**config.mk**
```make
export PLATFORM = sky130hd
export DESIGN_NAME = plusarg_cfg_parser
export DESIGN_NICKNAME = d
export VERILOG_FILES = /design/src/rtl/plusarg_cfg_pkg.sv /design/src/rtl/plusarg_cfg_parser_digit_acc.sv /design/src/rtl/plusarg_cfg_parser.sv
export SDC_FILE = /design/constraint.sdc
export NUM_CORES = 1
export LEC_CHECK = 0
export ABC_AREA = 1
export BUFFER_PORTS_ARGS = -buffer_cell sky130_fd_sc_hd__buf_2
export CORE_ASPECT_RATIO = 0.5
export CORE_UTILIZATION = 52
export DETAILED_ROUTE_END_ITERATION = 10
export HOLD_SLACK_MARGIN = 0.15
export PLACE_DENSITY = 0.76
export SYNTH_ARGS = -nofsm -noshare
export SYNTH_HDL_FRONTEND = slang
export SYNTH_HIERARCHICAL = 1
export SYNTH_SLANG_ARGS = --single-unit
```
**constraint.sdc**
```tcl
create_clock -name clk -period 5.7 [get_ports clk]
set_clock_uncertainty 0.15 [all_clocks]
set_input_delay 0.57 -clock clk [delete_from_list [all_inputs] [get_ports clk]]
set_output_delay 0.57 -clock clk [all_outputs]
set_load 0.01 [all_outputs]
```
**src/rtl/plusarg_cfg_pkg.sv**
```systemverilog
// Shared types and ASCII constants for the run-time plusarg-style config parser.
package plusarg_cfg_pkg;

    typedef enum logic [2:0] {
        ST_IDLE,
        ST_KEY,
        ST_IDX,
        ST_EQ,
        ST_RADIX,
        ST_DIGITS,
        ST_COMMIT,
        ST_SKIP
    } state_t;

    typedef enum logic [1:0] {
        RADIX_BIN,
        RADIX_DEC,
        RADIX_HEX
    } radix_t;

    localparam logic [7:0] CH_PLUS = 8'h2B;
    localparam logic [7:0] CH_T    = 8'h54;
    localparam logic [7:0] CH_EQ   = 8'h3D;
    localparam logic [7:0] CH_B    = 8'h62;
    localparam logic [7:0] CH_D    = 8'h64;
    localparam logic [7:0] CH_H    = 8'h68;
    localparam logic [7:0] CH_US   = 8'h5F;
    localparam logic [7:0] CH_SP   = 8'h20;
    localparam logic [7:0] CH_LF   = 8'h0A;
    localparam logic [7:0] CH_CR   = 8'h0D;
    localparam logic [7:0] CH_NUL  = 8'h00;

    // Token separators: space, LF, CR and NUL.
    function automatic logic is_delim(input logic [7:0] c);
        return (c == CH_SP) || (c == CH_LF) || (c == CH_CR) || (c == CH_NUL);
    endfunction

    // Returns {valid, value} for 0-9, a-f, A-F; valid = 0 for anything else.
    function automatic logic [4:0] hex_decode(input logic [7:0] c);
        logic [4:0] r;
        r = 5'b0;
        if (c >= 8'h30 && c <= 8'h39) begin
            r = {1'b1, c[3:0]};
        end else if ((c >= 8'h61 && c <= 8'h66) || (c >= 8'h41 && c <= 8'h46)) begin
            r = {1'b1, c[3:0] + 4'd9};
        end
        return r;
    endfunction

endpackage

```
**src/rtl/plusarg_cfg_parser_digit_acc.sv**
```systemverilog
// Combinational digit decode and accumulator step for one ASCII byte.
module plusarg_digit_acc
    import plusarg_cfg_pkg::*;
#(
    parameter int W = 16
) (
    input  radix_t         radix,
    input  logic [7:0]     in_byte,
    input  logic [W-1:0]   acc,
    output logic           is_digit,
    output logic [W-1:0]   acc_next,
    output logic           ovf
);

    logic [4:0]   hex;
    logic [3:0]   dval;
    logic [W+3:0] acc_wide;
    logic [W+3:0] dval_wide;
    logic [W+3:0] wide;

    // Legality depends on radix; the W+4 bit intermediate exposes any carry past W.
    always_comb begin
        hex       = hex_decode(in_byte);
        dval      = hex[3:0];
        acc_wide  = {4'b0, acc};
        dval_wide = {{W{1'b0}}, dval};
        is_digit  = 1'b0;
        wide      = acc_wide;
        case (radix)
            RADIX_BIN: begin
                is_digit = hex[4] && (dval <= 4'd1);
                wide     = (acc_wide << 1) + dval_wide;
            end
            RADIX_DEC: begin
                is_digit = hex[4] && (dval <= 4'd9);
                wide     = (acc_wide << 3) + (acc_wide << 1) + dval_wide;
            end
            default: begin
                is_digit = hex[4];
                wide     = (acc_wide << 4) + dval_wide;
            end
        endcase
        if (!is_digit) begin
            wide = acc_wide;
        end
        acc_next = wide[W-1:0];
        ovf      = |wide[W+3:W];
    end

endmodule

```
**src/rtl/plusarg_cfg_parser.sv**
```systemverilog
// Parses "+T<k>=<r><digits>" tokens from a byte stream into per-channel config registers.
module plusarg_cfg_parser
    import plusarg_cfg_pkg::*;
#(
    parameter int NCH        = 4,
    parameter int W          = 16,
    parameter int FIRST_WINS = 1
) (
    input  logic               clk,
    input  logic               reset_l,
    input  logic               in_valid,
    input  logic [7:0]         in_data,
    output logic               in_ready,
    output logic [NCH*W-1:0]   cfg_value,
    output logic [NCH-1:0]     cfg_found,
    output logic [NCH-1:0]     cfg_ovf,
    output logic [7:0]         err_cnt,
    output logic               busy
);

    state_t             state_q, state_d;
    radix_t             radix_q, radix_d;
    logic [3:0]         idx_q;
    logic [W-1:0]       acc_q;
    logic               has_dig_q;
    logic               ovf_acc_q;
    logic [NCH*W-1:0]   value_q;
    logic [NCH-1:0]     found_q;
    logic [NCH-1:0]     ovf_q;
    logic [7:0]         err_q;

    logic               accept;
    logic               byte_delim;
    logic [4:0]         idx_hex;
    logic               idx_ok;
    logic               dig_is_digit;
    logic [W-1:0]       dig_acc_next;
    logic               dig_ovf;
    logic               err_inc;
    logic               latch_idx;
    logic               latch_radix;
    logic               acc_step;

    assign in_ready   = (state_q != ST_COMMIT);
    assign busy       = (state_q != ST_IDLE);
    assign accept     = in_valid && in_ready;
    assign byte_delim = is_delim(in_data);
    assign idx_hex    = hex_decode(in_data);
    assign idx_ok     = idx_hex[4] && ({28'd0, idx_hex[3:0]} < 32'(NCH));

    assign cfg_value = value_q;
    assign cfg_found = found_q;
    assign cfg_ovf   = ovf_q;
    assign err_cnt   = err_q;

    plusarg_digit_acc #(.W(W)) u_digit_acc (
        .radix    (radix_q),
        .in_byte  (in_data),
        .acc      (acc_q),
        .is_digit (dig_is_digit),
        .acc_next (dig_acc_next),
        .ovf      (dig_ovf)
    );

    // Next-state and per-byte control strobes; every state advances only on an accepted byte except COMMIT.
    always_comb begin
        state_d     = state_q;
        radix_d     = radix_q;
        err_inc     = 1'b0;
        latch_idx   = 1'b0;
        latch_radix = 1'b0;
        acc_step    = 1'b0;
        case (state_q)
            ST_IDLE: if (accept) begin
                if (in_data == CH_PLUS) state_d = ST_KEY;
                else if (!byte_delim)   state_d = ST_SKIP;
            end
            ST_KEY: if (accept) begin
                if (in_data == CH_T) state_d = ST_IDX;
                else begin state_d = ST_SKIP; err_inc = 1'b1; end
            end
            ST_IDX: if (accept) begin
                if (idx_ok) begin state_d = ST_EQ; latch_idx = 1'b1; end
                else begin state_d = ST_SKIP; err_inc = 1'b1; end
            end
            ST_EQ: if (accept) begin
                if (in_data == CH_EQ) state_d = ST_RADIX;
                else begin state_d = ST_SKIP; err_inc = 1'b1; end
            end
            ST_RADIX: if (accept) begin
                state_d     = ST_DIGITS;
                latch_radix = 1'b1;
                if (in_data == CH_B)      radix_d = RADIX_BIN;
                else if (in_data == CH_D) radix_d = RADIX_DEC;
                else if (in_data == CH_H) radix_d = RADIX_HEX;
                else begin
                    state_d     = ST_SKIP;
                    latch_radix = 1'b0;
                    err_inc     = 1'b1;
                end
            end
            ST_DIGITS: if (accept) begin
                if (in_data == CH_US) begin
                    state_d = ST_DIGITS;
                end else if (byte_delim) begin
                    if (has_dig_q) state_d = ST_COMMIT;
                    else begin state_d = ST_IDLE; err_inc = 1'b1; end
                end else if (dig_is_digit) begin
                    acc_step = 1'b1;
                end else begin
                    state_d = ST_SKIP;
                    err_inc = 1'b1;
                end
            end
            ST_COMMIT: state_d = ST_IDLE;
            ST_SKIP: if (accept && byte_delim) state_d = ST_IDLE;
            default: state_d = ST_IDLE;
        endcase
    end

    // Parser state, latched channel/radix and the digit accumulator.
    always_ff @(posedge clk or posedge reset_l) begin
        if (reset_l) begin
            state_q   <= ST_IDLE;
            radix_q   <= RADIX_BIN;
            idx_q     <= 4'd0;
            acc_q     <= '0;
            has_dig_q <= 1'b0;
            ovf_acc_q <= 1'b0;
        end else begin
            state_q <= state_d;
            radix_q <= radix_d;
            if (latch_idx) idx_q <= idx_hex[3:0];
            if (latch_radix) begin
                acc_q     <= '0;
                has_dig_q <= 1'b0;
                ovf_acc_q <= 1'b0;
            end else if (acc_step) begin
                acc_q     <= dig_acc_next;
                has_dig_q <= 1'b1;
                ovf_acc_q <= ovf_acc_q | dig_ovf;
            end
        end
    end

    // Commit the finished value into its channel; with FIRST_WINS an already-found channel is left untouched.
    always_ff @(posedge clk or posedge reset_l) begin
        if (reset_l) begin
            value_q <= '0;
            found_q <= '0;
            ovf_q   <= '0;
        end else if (state_q == ST_COMMIT) begin
            for (int k = 0; k < NCH; k++) begin
                if (idx_q == 4'(k) && !((FIRST_WINS != 0) && found_q[k])) begin
                    value_q[k*W +: W] <= acc_q;
                    found_q[k]        <= 1'b1;
                    ovf_q[k]          <= ovf_q[k] | ovf_acc_q;
                end
            end
        end
    end

    // Malformed-token counter, saturating at 255.
    always_ff @(posedge clk or posedge reset_l) begin
        if (reset_l) begin
            err_q <= 8'd0;
        end else if (err_inc && (err_q != 8'hFF)) begin
            err_q <= err_q + 8'd1;
        end
    end

endmodule

```
==> impl_results.md, run 1 <==
- Hold EP: cfg_ovf[1]$_DFFE_PP0P_
- WL final: 18.1 mm
- Worst setup margin: between 2 and 2.5 ns
- Post-synth EDFFs: 0
- Most used cell, CP: nand2_1
- I/O pins: 93
- Setup_tns: 0 ns
- RR Startpoint: radix_q[1]$_DFFE_PP0P_
- Layout area overhead: 11.7%
- Total Power: 3.77 mW
- Final HPWL DP: between 10 and 15 mm
- Port Buffers: a little over 90
- Drt wl/cell: ~15 um
- CTS clk-pin slew, worst paths: approximately 0.070 ns
- Initial DRC Count: approximately 540
- Total CTS buffers: 9
- Peak supply drop: 0.252 mV
- Most frequent cell after synthesis: nand2_1
- Worst Hold Class: reg -> reg
- Primary FF master, synth: dfrtp_1
- Max-slew violations: 0
- Data arrival, critical path: between 3 and 4 ns
- Fin crit share: approximately 64%
- Switching power: ~1.9 mW
- CP Capture Type: flip-flop
- Largest area contributor in the netlist: dfrtp_1
- R2R Setup Slk: approximately 2.4 ns
- FF+latch area: ~2700 um^2
- Crit-path max FO: 7
- Layout cells sized above 1: roughly 15%
- Largest net degree at the start of global routing: 65
- RSZ-0062 raised after global routing: no
- Final setup fails: 0
- Core area: 12,800 um^2
- Syn avg cell area: 7.38 um^2
- Sw Ratio: 49.8%
- Syn. warnings: 6
- Sequential element share of the synthesized area: between 30 and 40%
- Clock power share: around 16%
- Power per standard cell area: between 400 and 500 nW/um^2
- Worst Max-Slew Pin Slew: approximately 1.2 ns
- Period minus WS final: 3.67 ns
- Gate power share: between 50% and 60%
- Clock sink total: around 110
- Asr flop ratio synth: between 90% and 100%
- Cell depth of the worst min-delay path: 1
- Startpoint types: input pin
- Post-route ant nets: 0
- Area fraction of the dominant cell type after synthesis: about two fifths
- Die Y: 83.8 um
- R2r endpoint: acc_q[12]$_DFFE_PP0P_
- Launch point of the worst path: in_data[0]
- Post-placement setup slack: 1.70 ns
- Drt drc: 0
- Tot GR Track Use: 27.5%
- Crit Path Category: in -> reg
- #FFs+latches synth: roughly 110
- Initial Utilization: between 50% and 60%
- Synth top area cells: dfrtp_1 (39%), nand2_1 (15%), ha_1 (7.7%)
- Critical-path top delay cell: fa_1
- Drt via density: approximately 5.5
- Cell Area, Placed: 7470 um^2
- Post-route design area: around 8000 um^2
- Drt pass-1 iters: 6
- Internal power: ~1.9 mW
- Status: finished clean
- Gr ovfl total: 0
- Max Cap Viol: 0
- Fill cells: ~1,200
- Slew headroom: a little over a fifth
- Number of global-route vias before repair: about 6,000
- Fmax: roughly 0.27 GHz
- Min-Delay Startpoint: cfg_ovf[1]$_DFFE_PP0P_
- Worst Reg-to-Reg Cells: 12
- Clock Tree Root: clkbuf_16
- Post-CTS Setup Inserts: 0
- Clock Tree Buf Depth: 2
- Finished Layout Cells: 1,199
- DIE AREA: ~14,000 um^2
- Cell row count: 29
- Sequential group share of total power: 27.6%
- Syn nets: between 900 and 1,000
- Crit-path max cell delay: just over 0.5 ns
- CTS tree: built
- Total Nets Final: 1,080
- Synth top cells by count: nand2_1 (286), inv_1 (120), dfrtp_1 (107)
- Global-route wire length before repair: 30.2 mm
- Final hold viol count: 0
- Mapped Cells: 942
- # diodes: 0
- Leakage power: roughly 4.4 nW
- Die W: about 170 um
- Req. time, crit path: 5.77 ns
- Worst skew pair latency: between 0.3 and 0.4 ns
- Via count: around 6,600
- Placed cells: around 1,200
- Antenna violations before repair: 0
- H-Tree Depth: 3
- Placer Congestion: 0.927
- Yosys cell types: around 40
- Area of the multi-input gates: roughly 3600 um^2
- Synthesized cell area: between 6000 and 7000 um^2
[cell type report]
cell class	instances	share of cell area, %
multi-input cells	683	46.6
flip-flops and latches	107	34.5
repair buffers	96	6.35
inverters	127	6.17
clock buffers	11	3.13
well taps	170	2.74
clock inverters	5	0.580
[critical path: cells and delay by family]
family	cells	cell delay, ns
and+or+nand+nor	20	1.83
adders and majority gates	3	0.87
buffers and inverters	5	0.39
AOI/OAI and AO/OA	1	0.07
[cell usage in the layout (no fill, tap or decap), types with 2 or more instances in the layout]
cell type,count
a21oi_1,28
a31oi_1,2
buf_2,92
buf_4,3
clkbuf_16,9
dfrtp_1,107
fa_1,2
ha_1,43
inv_1,119
inv_2,7
inv_6,2
nand2_1,286
nand2_2,6
nand2_4,6
nand3_1,67
nand3_2,5
nand3b_1,5
nand4_1,9
nor2_1,56
nor2_2,4
nor3_1,10
nor3_4,2
nor4_1,3
o211ai_1,2
o21a_1,2
o21ai_0,87
o21ai_1,13
o21ai_2,6
o21bai_1,5
o221ai_1,2
o22ai_1,16
xnor2_1,2
xor2_1,6
[kinds of logic after synthesis]
family	share of synthesized area, %
XOR/XNOR	1.01
AND/OR/NAND/NOR	29.4
buffers and inverters	9.48
adder cells (fa/ha/maj)	8.31
flip-flops	38.5
AO/OA/AOI/OAI	13.3
[metal layers]
metal	vias to the layer above	global-route usage [%]	routed length, um	part of all wire (%)
met4	0	9.01	379	2.1
met3	33	4.17	1130	6.3
met1	3144	39.6	8390	46
met5	-	0	0	0
li1	3230	-	-	-
met2	227	42.3	8180	45
[sequential cells by signal, summed over array words and instances, names as in the netlist]
register and flops:
acc_q 16, cfg_found 4, cfg_ovf 4, cfg_value 64, err_cnt 8, has_dig_q 1, idx_q 4, ovf_acc_q 1
radix_q 2, state_q 3
[power by group through the flow]
stage	sequential, mW	combinational [mW]	clock, mW
3_3_place_gp	1.05	2.03	0
5_1_grt	1.06	2.40	0.644
6_report	1.04	2.12	0.607
3_5_place_dp	1.05	2.07	0
2_1_floorplan	0.970	1.66	0
4_1_cts	1.04	2.09	0.618
[through the flow]
step	util, %	hold WS (ns)
final	60.5	0.330
after global routing	60.5	0.345
after CTS	60.5	0.335
after detailed placement	58.2	0.312
after global placement	58.2	0.313
after floorplan	-	0.298
[worst max-delay path by stage]
| stage | to | depth (start not counted) |
|---|---|---|
| 5_1_grt | ovf_acc_q$_DFFE_PP0P_ | 26 |
| 3_3_place_gp | ovf_acc_q$_DFFE_PP0P_ | 29 |
| 2_1_floorplan | acc_q[0]$_DFFE_PP0P_ | 1 |
| 3_5_place_dp | ovf_acc_q$_DFFE_PP0P_ | 29 |
| 4_1_cts | ovf_acc_q$_DFFE_PP0P_ | 29 |
| 6_report | ovf_acc_q$_DFFE_PP0P_ | 29 |
[repair_timing]
item / 4_1_cts / 5_1_grt
gates resized for setup: 0 / 0
hold buffers: 1 / 0
endpoints found under the hold margin: 24 / 0
(Power assumes the default switching activity.)
==> inputs of run 2 (changes only) <==
--- a/config.mk
+++ b/config.mk
@@ -11,7 +11,7 @@
 export CORE_UTILIZATION = 52
 export DETAILED_ROUTE_END_ITERATION = 10
 export HOLD_SLACK_MARGIN = 0.15
-export PLACE_DENSITY = 0.76
+export PLACE_DENSITY = 0.79
 export SYNTH_ARGS = -nofsm -noshare
 export SYNTH_HDL_FRONTEND = slang
 export SYNTH_HIERARCHICAL = 1
==> constraint.sdc (replaced) <==
create_clock -name clk -period 3.1 [get_ports clk]
set_clock_uncertainty 0.15 [all_clocks]
set_input_delay 0.31 -clock clk [delete_from_list [all_inputs] [get_ports clk]]
set_output_delay 0.31 -clock clk [all_outputs]
set_load 0.01 [all_outputs]
==> impl_results.md, run 2 (synthesized netlist as in run 1, its figures left out) <==
- Status: finished clean
- Fmax: between 0.3 and 0.4 GHz
- CP Capture Type: flip-flop
- Crit Path Category: in -> reg
- DIE AREA: between 10,000 and 15,000 um^2
- Gr ovfl total: 0
- Number of global-route vias before repair: 6,448
- CTS clk-pin slew, worst paths: about 0.07 ns
- Antenna violations before repair: 0
- Drt wl/cell: around 16 um
- Peak supply drop: approximately 0.54 mV
- Global-route wire length before repair: ~32 mm
- Tot GR Track Use: between 20 and 30%
- Data arrival, critical path: approximately 3.2 ns
- Cell row count: 29
- Largest net degree at the start of global routing: slightly below 90
- Area of the multi-input gates: approximately 3800 um^2
- FF+latch area: ~2700 um^2
- H-Tree Depth: 3
- Die W: between 150 and 200 um
- RSZ-0062 raised after global routing: yes
- Slew headroom: roughly three fifths
- Req. time, crit path: around 3.2 ns
- Most frequent cells in the layout: nand2_1 (266), inv_1 (114), dfrtp_1 (107), buf_2 (90), o21ai_0 (85)
- I/O pins: 93
- Power per standard cell area: a little over 900 nW/um^2
- Final HPWL DP: about 15 mm
- Clock Tree Buf Depth: 2
- Drt pass-1 iters: 6
- Clock Tree Root: clkbuf_16
- Via count: ~6,900
- Fin Hold WS: 0.242 ns
- CTS tree: built
- Core area: ~13,000 um^2
- Worst skew pair latency: 0.35 ns
- Crit-path max FO: 4
- R2R Setup Slk: ~0.23 ns
- WL final: a little under 20 mm
- Drt via density: 5.47
- Worst Reg-to-Reg Cells: 13
- Largest register FFs: 64
- Fill cells: between 1,000 and 1,500
- Layout area overhead: 22.0%
- Total CTS buffers: 9
- Final setup fails: 0
- Drt drc: 0
- Fin crit share: a little over nine tenths
- Initial Utilization: a little over half
- Initial DRC Count: 670
- Leakage power: between 4 and 5 nW
- Core Util, Final: between 60% and 70%
- # diodes: 0
- Max Cap Viol: 0
- Port Buffers: ~90
- Post-route ant nets: 0
- Total Nets Final: between 1,000 and 1,500
- Die Y: ~84 um
- Cell depth of the worst min-delay path: 4
- Most common cell after layout, fill and taps aside: nand2_1
- Final hold viol count: 0
- Placer Congestion: 0.914
- Max-slew violations: 0
- Period minus WS final: ~3.0 ns
- Worst Max-Slew Pin Slew: between 0.6 and 0.7 ns
- Worst Hold Class: in -> reg
- Startpoint types: input pin
- Layout cells sized above 1: 24.0%
- Clock sink total: 107
-- run 2: cell count changes in the layout (fill, tap and decap cells not counted), moves of 5 or more --
cell / delta
ha_1: -6
inv_1: -5
nand2_2: +16
nor2_1: -6
nand3_2: +8
buf_4: +56
nand2_1: -20
nor2_2: +5
nand3_1: -8
-- run 2: worst max-delay path, cell delays in order --
cell and delay (ns):
buf_12 0.09, inv_6 0.03, ha_4 0.15, nand2_4 0.06, nor2_2 0.03, nand2_1 0.05, nand3b_1 0.13, nand2_4 0.12
nand2_4 0.05, fa_1 0.54, nand2_2 0.08, and2_4 0.16, ha_4 0.15, inv_2 0.06, nand2_4 0.06, nand3_2 0.08
nand2_2 0.06, nand2_2 0.06, nand2_2 0.06, nand2_2 0.08, nand3_2 0.07, nand2_1 0.07, nor2_1 0.05, nand2_1 0.06
nor2_2 0.04, nor2_2 0.16, nand4_1 0.12, a22oi_1 0.17
-- run 2: through the flow --
stage | instance area, um^2 | cells | total power [mW] | setup slack, ns | setup TNS [ns]
finish | 8480 | 1258 | 7.86 | 0.0513 | 0
global route | 8480 | 1258 | 8.51 | -0.110 | -0.259
CTS | 8270 | 1255 | 7.44 | 0.00193 | 0
detailed placement | 7880 | 1235 | 6.15 | -0.461 | -3.45
global placement | 7880 | 1235 | 6.04 | -0.324 | -2.18
floorplan | 6960 | 942 | 4.83 | 0.00790 | 0
-- run 2: cell type report --
cell class	count	area share [%]
Multi-Input combinational cell	683	44.9
Sequential cell	107	31.6
Timing Repair Buffer	155	11.6
Inverter	127	5.78
Clock buffer	9	2.66
Tap cell	170	2.51
Clock inverter	7	1.02
-- run 2: final timing paths --
| path | startpoint | end |
|---|---|---|
| setup / recovery | in_data[0] | ovf_acc_q$_DFFE_PP0P_ |
| hold / removal | in_valid | idx_q[2]$_DFFE_PP0P_ |
| setup reg to reg | acc_q[7]$_DFFE_PP0P_ | ovf_acc_q$_DFFE_PP0P_ |
| hold reg to reg | cfg_ovf[2]$_DFFE_PP0P_ | cfg_ovf[2]$_DFFE_PP0P_ |
| max in group asynchronous | reset_l | radix_q[0]$_DFFE_PP0P_ |
| min in group asynchronous | reset_l | cfg_ovf[3]$_DFFE_PP0P_ |
-- run 2: repair_timing --
action,CTS,global route
buffers inserted,3,3
setup endpoints to repair,5,11
resized for setup,14,57
pin swaps,16,33
hold endpoints to repair,21,0
cloned,0,0
hold buffers,1,0
-- run 2: routing by layer --
metal,track usage [%],vias to the layer above,wire [um]
met1,41.5,3232,8740
met4,8.10,0,406
li1,-,3343,-
met2,48.4,269,9440
met5,0,-,0
met3,3.18,35,1220
-- run 2: report_power, final --
group | switching [mW] | internal (mW)
combinational | 3.07 | 1.85
sequential | 0.203 | 1.55
clock | 0.542 | 0.641
==> inputs of run 3 (changes only) <==
--- a/config.mk
+++ b/config.mk
@@ -8,10 +8,12 @@
 export ABC_AREA = 1
 export BUFFER_PORTS_ARGS = -buffer_cell sky130_fd_sc_hd__buf_2
 export CORE_ASPECT_RATIO = 0.5
+export CORE_MARGIN = 3
 export CORE_UTILIZATION = 52
 export DETAILED_ROUTE_END_ITERATION = 10
 export HOLD_SLACK_MARGIN = 0.15
 export PLACE_DENSITY = 0.79
+export REMOVE_ABC_BUFFERS = 1
 export SYNTH_ARGS = -nofsm -noshare
 export SYNTH_HDL_FRONTEND = slang
 export SYNTH_HIERARCHICAL = 1
==> impl_results.md, run 3 (synthesized netlist as in run 1, its figures left out) <==
- Status: finished clean
- Number of global-route vias before repair: 6,053
- Hold EP: ovf_acc_q$_DFFE_PP0P_
- Total CTS buffers: 9
- Launch point of the worst path: in_data[1]
- Worst Hold Class: in -> reg
- Placer Congestion: approximately 0.94
- CTS clk-pin slew, worst paths: around 0.070 ns
- Antenna violations before repair: 0
- Port Buffers: 92
- Tot GR Track Use: about 24%
- CTS tree: built
- Gr ovfl total: 0
- WL final: around 18 mm
- Power per standard cell area: approximately 880 nW/um^2
- CP Capture Type: flip-flop
- Fin crit share: a little over nine tenths
- Clock sink total: ~110
- Most common cell after layout, fill and taps aside: nand2_1
- Crit-path max FO: 4
- Placed cells: ~1,200
- R2R Setup Slk: roughly 0.26 ns
- Clock Tree Buf Depth: 2
- Global-route wire length before repair: a little under 30 mm
- FF+latch area: ~2700 um^2
- Startpoint types: input pin
- Drt wl/cell: 14.5 um
- Drt via density: between 5 and 6
- # diodes: 0
- Core area: ~13,000 um^2
- H-Tree Depth: 3
- Post-route ant nets: 0
- Die W: 170 um
- Layout cells sized above 1: 22.7%
- Initial Utilization: about 54%
- Drt pass-1 iters: 6
- I/O pins: between 90 and 100
- Fill cells: 1,090
- Fin Hold WS: approximately 0.22 ns
- Cell row count: 29
- Slew headroom: a little under three fifths
- Data arrival, critical path: 3.08 ns
- Most frequent cells in the layout: nand2_1 (273), inv_1 (112), dfrtp_1 (107), buf_2 (90), o21ai_0 (82)
- Area of the multi-input gates: 3790 um^2
- Max Cap Viol: 0
- Min-Delay Startpoint: in_valid
- Clock Tree Root: clkbuf_16
- Peak supply drop: approximately 0.56 mV
- Largest net degree at the start of global routing: 56
- Total Nets Final: between 1,000 and 1,500
- R2r endpoint: acc_q[8]$_DFFE_PP0P_
- RSZ-0062 raised after global routing: yes
- RR Startpoint: acc_q[2]$_DFFE_PP0P_
- Worst Reg-to-Reg Cells: 12
- Fmax: roughly 0.33 GHz
- Via count: 6,741
- Layout area overhead: 20.7%
- Period minus WS final: 3.00 ns
- DIE AREA: ~15,000 um^2
- Max-slew violations: 0
- Worst skew pair latency: 0.35 ns
- Largest register FFs: between 60 and 70
- Cell depth of the worst min-delay path: 4
- Final HPWL DP: about 13 mm
- Crit Path Category: in -> reg
- Req. time, crit path: around 3.2 ns
- Drt drc: 0
- Worst Max-Slew Pin Slew: around 0.67 ns
- Finished Layout Cells: 1,255
- Final hold viol count: 0
- Leakage power: around 4.7 nW
- Total Power: approximately 7.4 mW
- Final setup fails: 0
- Die Y: between 80 and 90 um
- Initial DRC Count: slightly above 500
## run 3: changes by cell type in the layout (fill, tap and decap cells not counted), sizes merged
cell    before  now
bufinv       1    0
clkbuf       9   10
buf        154  151
## run 3: layout make-up
cell class	instances	area share [%]
Multi-Input combinational cell	683	45.2
Tap cell	170	2.53
Timing Repair Buffer	152	11.2
Clock buffer	10	2.73
Clock inverter	6	0.596
Inverter	127	5.86
Sequential cell	107	31.9
## run 3: power breakdown
| group | switching (mW) | internal [mW] |
|---|---|---|
| clock | 0.519 | 0.554 |
| sequential | 0.246 | 1.55 |
| combinational | 2.81 | 1.70 |
## run 3: worst max path at each step
stage                                  to  slack (ns)
finish              ovf_acc_q$_DFFE_PP0P_         0.1
global placement    ovf_acc_q$_DFFE_PP0P_       -0.29
CTS                 ovf_acc_q$_DFFE_PP0P_       0.005
floorplan            acc_q[0]$_DFFE_PP0P_       -0.18
global route        acc_q[10]$_DFFE_PP0P_       -0.14
detailed placement  ovf_acc_q$_DFFE_PP0P_       -0.45
## run 3: worst max-delay path: stages
cell,delay [ns]
buf_8,0.11
inv_8,0.05
ha_4,0.13
nand2_4,0.06
nor2_4,0.11
nand2_1,0.06
nand3b_1,0.15
nand2_4,0.09
nand2_4,0.08
fa_1,0.43
inv_2,0.09
nand2_2,0.05
buf_4,0.13
buf_4,0.12
nand3_1,0.08
nand2_2,0.08
nand2_1,0.07
nand2_2,0.08
nand2_1,0.09
nand2_1,0.06
nand2_1,0.06
nand3_1,0.07
nand2_1,0.11
nand2_2,0.06
nor2_4,0.15
nor2_1,0.06
nand4_1,0.09
a22oi_1,0.06
## run 3: through the flow
| step | TNS, ns | util (%) | area (um^2) | setup WS (ns) |
|---|---|---|---|---|
| after floorplan | -18.97 | - | 6770 | -0.177 |
| after global placement | -1.54 | 60.8 | 7840 | -0.293 |
| after detailed placement | -3.02 | 60.8 | 7840 | -0.453 |
| after CTS | 0 | 63.6 | 8190 | 0.00508 |
| after global routing | -0.552 | 65.2 | 8390 | -0.142 |
| final | 0 | 65.2 | 8390 | 0.0979 |
## run 3: timing repair
item	CTS	global route
hold endpoints to repair	52	0
buffers inserted	4	3
gates resized for setup	13	52
hold buffers	1	0
endpoints found under the setup margin	4	12
pin swaps	12	23
## run 3: routing by layer
metal	part of all wire, %	wire length [um]	vias up	global-route usage (%)
met3	5.3	969	31	4.19
met1	45	8110	3179	33.0
met2	48	8750	203	40.2
met4	1.8	320	0	6.08
met5	0	0	-	0
li1	-	-	3328	-
